## src/rtl/dmem_arb.sv

```systemverilog
// Data-RAM arbiter: CPU M-stage port vs. display/switch debug read port.
// Grant is combinational; read data returns exactly one cycle after grant.
// Optional macro DMEM_ARB_STARVE_EN forces a debug grant after STARVE_MAX denials.
module dmem_arb #(
    parameter int ADDR_W     = 6,
    parameter int DATA_W     = 32,
    parameter int STARVE_MAX = 4
) (
    input  logic              clk,
    input  logic              rst,
    input  logic              cpu_req,
    input  logic              cpu_we,
    input  logic [ADDR_W-1:0] cpu_addr,
    input  logic [DATA_W-1:0] cpu_wdata,
    output logic              cpu_stall,
    output logic              cpu_rvalid,
    output logic [DATA_W-1:0] cpu_rdata,
    input  logic              dbg_req,
    input  logic [ADDR_W-1:0] dbg_addr,
    output logic              dbg_gnt,
    output logic              dbg_rvalid,
    output logic [DATA_W-1:0] dbg_rdata,
    output logic              ram_we,
    output logic [ADDR_W-1:0] ram_addr,
    output logic [DATA_W-1:0] ram_wdata,
    input  logic [DATA_W-1:0] ram_rdata
);

    localparam int CNT_W = $clog2(STARVE_MAX + 1);
    localparam logic [CNT_W-1:0] CNT_MAX = CNT_W'(STARVE_MAX);
    localparam logic [CNT_W-1:0] CNT_ONE = CNT_W'(1);

`ifdef DMEM_ARB_STARVE_EN
    localparam logic STARVE_EN = 1'b1;
`else
    // Strict CPU priority: the counter folds away to a constant zero.
    localparam logic STARVE_EN = 1'b0;
`endif

    // State records which grant was issued last cycle, so read data can be steered.
    localparam logic [1:0] IDLE   = 2'd0;
    localparam logic [1:0] CPU_RD = 2'd1;
    localparam logic [1:0] CPU_WR = 2'd2;
    localparam logic [1:0] DBG_RD = 2'd3;

    logic [1:0]        state_q, state_d;
    logic [CNT_W-1:0]  starve_cnt_q, starve_cnt_d;
    logic [ADDR_W-1:0] ram_addr_q, ram_addr_d;
    logic              cpu_gnt;
    logic              dbg_gnt_w;
    logic              force_dbg;

    // Arbitration: CPU wins unless the debug side has been starved to the limit.
    always_comb begin
        force_dbg = STARVE_EN && (starve_cnt_q == CNT_MAX);
        dbg_gnt_w = !rst && dbg_req && (!cpu_req || force_dbg);
        cpu_gnt   = !rst && cpu_req && !dbg_gnt_w;
        dbg_gnt   = dbg_gnt_w;
        cpu_stall = !rst && cpu_req && !cpu_gnt;
    end

    // RAM port mux; the address holds its last granted value when idle.
    always_comb begin
        ram_addr_d = ram_addr_q;
        if (cpu_gnt) begin
            ram_addr_d = cpu_addr;
        end else if (dbg_gnt_w) begin
            ram_addr_d = dbg_addr;
        end
        ram_addr  = ram_addr_d;
        ram_we    = cpu_gnt && cpu_we;
        ram_wdata = cpu_wdata;
    end

    // Next state is simply this cycle's grant; starvation counter update.
    always_comb begin
        state_d = IDLE;
        if (cpu_gnt) begin
            state_d = cpu_we ? CPU_WR : CPU_RD;
        end else if (dbg_gnt_w) begin
            state_d = DBG_RD;
        end

        starve_cnt_d = starve_cnt_q;
        if (!STARVE_EN || !dbg_req || dbg_gnt_w) begin
            starve_cnt_d = '0;
        end else if (cpu_gnt && (starve_cnt_q != CNT_MAX)) begin
            starve_cnt_d = starve_cnt_q + CNT_ONE;
        end
    end

    // Read return steering; reset squashes any read still in flight.
    always_comb begin
        cpu_rvalid = !rst && (state_q == CPU_RD);
        dbg_rvalid = !rst && (state_q == DBG_RD);
        cpu_rdata  = cpu_rvalid ? ram_rdata : '0;
        dbg_rdata  = dbg_rvalid ? ram_rdata : '0;
    end

    // State registers with synchronous reset.
    always_ff @(posedge clk) begin
        if (rst) begin
            state_q      <= IDLE;
            starve_cnt_q <= '0;
            ram_addr_q   <= '0;
        end else begin
            state_q      <= state_d;
            starve_cnt_q <= starve_cnt_d;
            ram_addr_q   <= ram_addr_d;
        end
    end

endmodule

```

## config.mk

```make
export PLATFORM = sky130hd
export DESIGN_NAME = dmem_arb
export DESIGN_NICKNAME = d
export VERILOG_FILES = /design/src/rtl/dmem_arb.sv
export SDC_FILE = /design/constraint.sdc
export NUM_CORES = 1
export LEC_CHECK = 0
export CAP_MARGIN = 15
export CORE_AREA = 2 2 73 75
export CTS_CLUSTER_SIZE = 20
export DETAILED_ROUTE_END_ITERATION = 6
export DIE_AREA = 0 0 75 77
export DONT_BUFFER_PORTS = 1
export PLACE_DENSITY = 0.44
export SLEW_MARGIN = 20
export SYNTH_ARGS = -nofsm -noshare
export SYNTH_HDL_FRONTEND = slang
export SYNTH_SLANG_ARGS = --single-unit
```

## constraint.sdc

```tcl
create_clock -name clk -period 3.5 [get_ports clk]
set_clock_uncertainty 0.05 [all_clocks]
set_input_delay 0.7 -clock clk [delete_from_list [all_inputs] [get_ports clk]]
set_output_delay 0.7 -clock clk [all_outputs]
set_load 0.02 [all_outputs]
```

==> impl_metrics.env <==
export IMPL_die_y_um=77
export IMPL_critPathMaxStageDelay_ps=630
export IMPL_grt_util_all_layers_pct=9.41
export IMPL_async_flop_share_pct=0
export IMPL_cts_hold_buf=0
export IMPL_timing_setup_tns_ps=0
export IMPL_grt_pass1_vias=915
export IMPL_fmaxAchievable_mhz=389
export IMPL_cap_violations=0
export IMPL_ctsHtreeMaxLevel=1
export IMPL_use_met2_pct=16.0
export IMPL_cp_arrival_ps=1820
export IMPL_relSlewSlack_pct=32.1
export IMPL_finalWirelength_um=3150
export IMPL_synth_top_family_by_area="simple AND/OR/NAND/NOR gates"
export IMPL_ys_ff_latch=8
export IMPL_cp_required_ps=2750
export IMPL_total_power_mw=0.331
export IMPL_clk_latency_ps=220
export IMPL_antenna_found_initial=0
export IMPL_rsz0062_at_grt="no"
export IMPL_pwr_density_cell_mw_per_mm2=299
export IMPL_synth_ff_type="dfxtp_1"
export IMPL_synth_edf_count=0
export IMPL_dieArea_mm2=0.00578
export IMPL_leakagePower_nw=0.349
export IMPL_peakVddDrop_mv=0.160
export IMPL_slowest_stage="or2_2"
export IMPL_muxShareOfSynthArea_pct=4.47
export IMPL_grt_pass1_wl_um=4400
export IMPL_row_count=26
export IMPL_place_hpwl_um=2380
export IMPL_fill_cells=572
export IMPL_clk_transition_reported_paths_ps=40
export IMPL_finalSetupViolCount=0
export IMPL_synth_xor_area_share_pct=0
export IMPL_grt_overflow_total=0
export IMPL_initial_utilization_pct=27.0
export IMPL_port_buffers=0
export IMPL_avgRoutedWirePerCell_um=14.1
export IMPL_cp_max_fo=33
export IMPL_yosys_area_top_type="buf_4"
export IMPL_synth_simple_gate_area_share_pct=44.9
export IMPL_drt_iter0_drc=42
export IMPL_diodes=0
export IMPL_synth_area_mm2=0.00135
export IMPL_post_cts_setup_buffer_count=0
export IMPL_place_area_mm2=0.00106
export IMPL_grt_max_degree=34
export IMPL_synthCells=198
export IMPL_synth_cell_types=24
export IMPL_cts_sinks=8
export IMPL_grt_busiest_layer="met2"
export IMPL_worst_path_buf_inv=0
export IMPL_dr_pass1_iters=6
export IMPL_drive_gt1_share_pct=25.5
export IMPL_synth_warnings=0
export IMPL_fin_ws_ps=926
export IMPL_layout_nets=236
export IMPL_io_pins=188
export IMPL_hold_violations=0
export IMPL_core_mm2=0.00498
export IMPL_fp_dieW_um=75
export IMPL_synth_area_per_cell_um2=6.79
export IMPL_cts_resized=0
export IMPL_worst_setup_path_start_kind="primary input"
export IMPL_drc_errors=0
export IMPL_slew_viol_final=0
export IMPL_hold_slack_ps=494
export IMPL_cts_root_buf="clkbuf_8"
export IMPL_final_area_mm2=0.00111
export IMPL_critPathKind="primary input to primary output"
export IMPL_synth_fp_nets=279
export IMPL_period_share_pct=73.5
export IMPL_worst_slew_pin_slew_ps=1020
export IMPL_cts_tree="yes"
export IMPL_worst_setup_path_end_kind="primary output"
export IMPL_final_cells=223
export IMPL_synth_commonest_cells="38 x nor2_1, 35 x buf_4, 33 x nand2_1, 26 x nor2_2, 8 x dfxtp_1"
export IMPL_synthAdderAreaFrac_pct=0
export IMPL_cp_top_family="simple AND/OR/NAND/NOR gates"
export IMPL_final_util_pct=22.3
export IMPL_post_route_min_period_ps=2570
export IMPL_synthTopCellsByArea="buf_4 20%, nor2_2 12%, dfxtp_1 12%, nor2_1 11%, nand2_1 9.2%"
export IMPL_vias=1083
export IMPL_numCtsBuffers=3
export IMPL_clock_path_buffers=2
export IMPL_synth_most_common_cell="nor2_1"
export IMPL_postRouteAntennaNets=0
export IMPL_areaGrowthSynthToFinish_pct=-17.6
export IMPL_status="finished, final reports clean"
export IMPL_yosysSeqAreaShare_pct=11.9
export IMPL_grt_util_met3_pct=3.15
export IMPL_via_per_inst=4.86
export IMPL_place_ws_ps=734
export IMPL_place_gp_congestion=0.623
export IMPL_min_path_type="primary input to flip-flop"
export IMPL_crit_chain="or2_2 > nor2_1"
export IMPL_dp_cells=220
export IMPL_use_met1_pct=10.7
export IMPL_synth_top_cell_area_share_pct=19.5
export IMPL_synth_compound_area_share_pct=9.95
metal layers:
metal | part of all wire [%] | vias up | wire length, um
li1 | - | 507 | -
met3 | 12 | 0 | 386
met4 | 0 | 0 | 0
met2 | 49 | 93 | 1530
met5 | 0 | - | 0
met1 | 39 | 483 | 1230
cell families (layout without fill, tap and decap cells):
kind of cell           count (synthesis)  after routing
other                                  1              1
multiplexers                           6              6
flip-flops                             8              8
AO/OA/AOI/OAI                         15             15
AND/OR/NAND/NOR                      117            117
buffers and inverters                 51              6
flip-flops by register name (all words and copies together) (netlist names):
name	cells
ram_addr_q	6
state_q	2
report_power, final:
group / switching [mW] / internal [mW] / total, mW
registers: 0.00352 / 0.0984 / 0.102
logic: 0.0856 / 0.0321 / 0.118
clock network: 0.0368 / 0.0746 / 0.111
total: 0.126 / 0.205 / 0.331
area by class of cell:
cell class / instances / area (um2) / share of cell area, %
tap: 70 / 87.6 / 7.90
clock buffer: 3 / 41.3 / 3.72
sequential: 8 / 160 / 14.4
inverter: 2 / 7.51 / 0.677
timing repair buffer: 1 / 7.51 / 0.677
multi-input combinational: 139 / 805 / 72.6
worst paths after layout:
path / from / endpoint / slack (ps) / cells after the start
min reg2reg: ram_addr_q[4]$_SDFF_PP0_ / ram_addr_q[4]$_SDFF_PP0_ / 500 / 2
max: rst / cpu_rdata[1] / 930 / 2
max reg2reg: ram_addr_q[0]$_SDFF_PP0_ / ram_addr_q[0]$_SDFF_PP0_ / 2720 / 2
min: rst / state_q[1]$_SDFF_PP0_ / 490 / 1
worst register-to-register path: stages (launching register included):
cell and delay (ps):
dfxtp_1 340, mux2i_1 70, a211oi_1 230
placed cells by master, fill, tap and decap left out:
cell and count:
nor2_2 26, conb_1 1, a221o_1 6, nor2_4 4, and4bb_1 2, inv_1 1, clkbuf_8 3, nor2b_2 1
nand2b_1 1, a21oi_1 2, nand2b_2 1, or2_2 1, buf_4 1, inv_2 1, nor2b_1 6, nor4bb_1 4
nor2_1 38, mux2i_1 6, dfxtp_1 8, o21bai_4 1, nand2_1 33, a211oi_1 6
(Power assumes the default switching activity.)
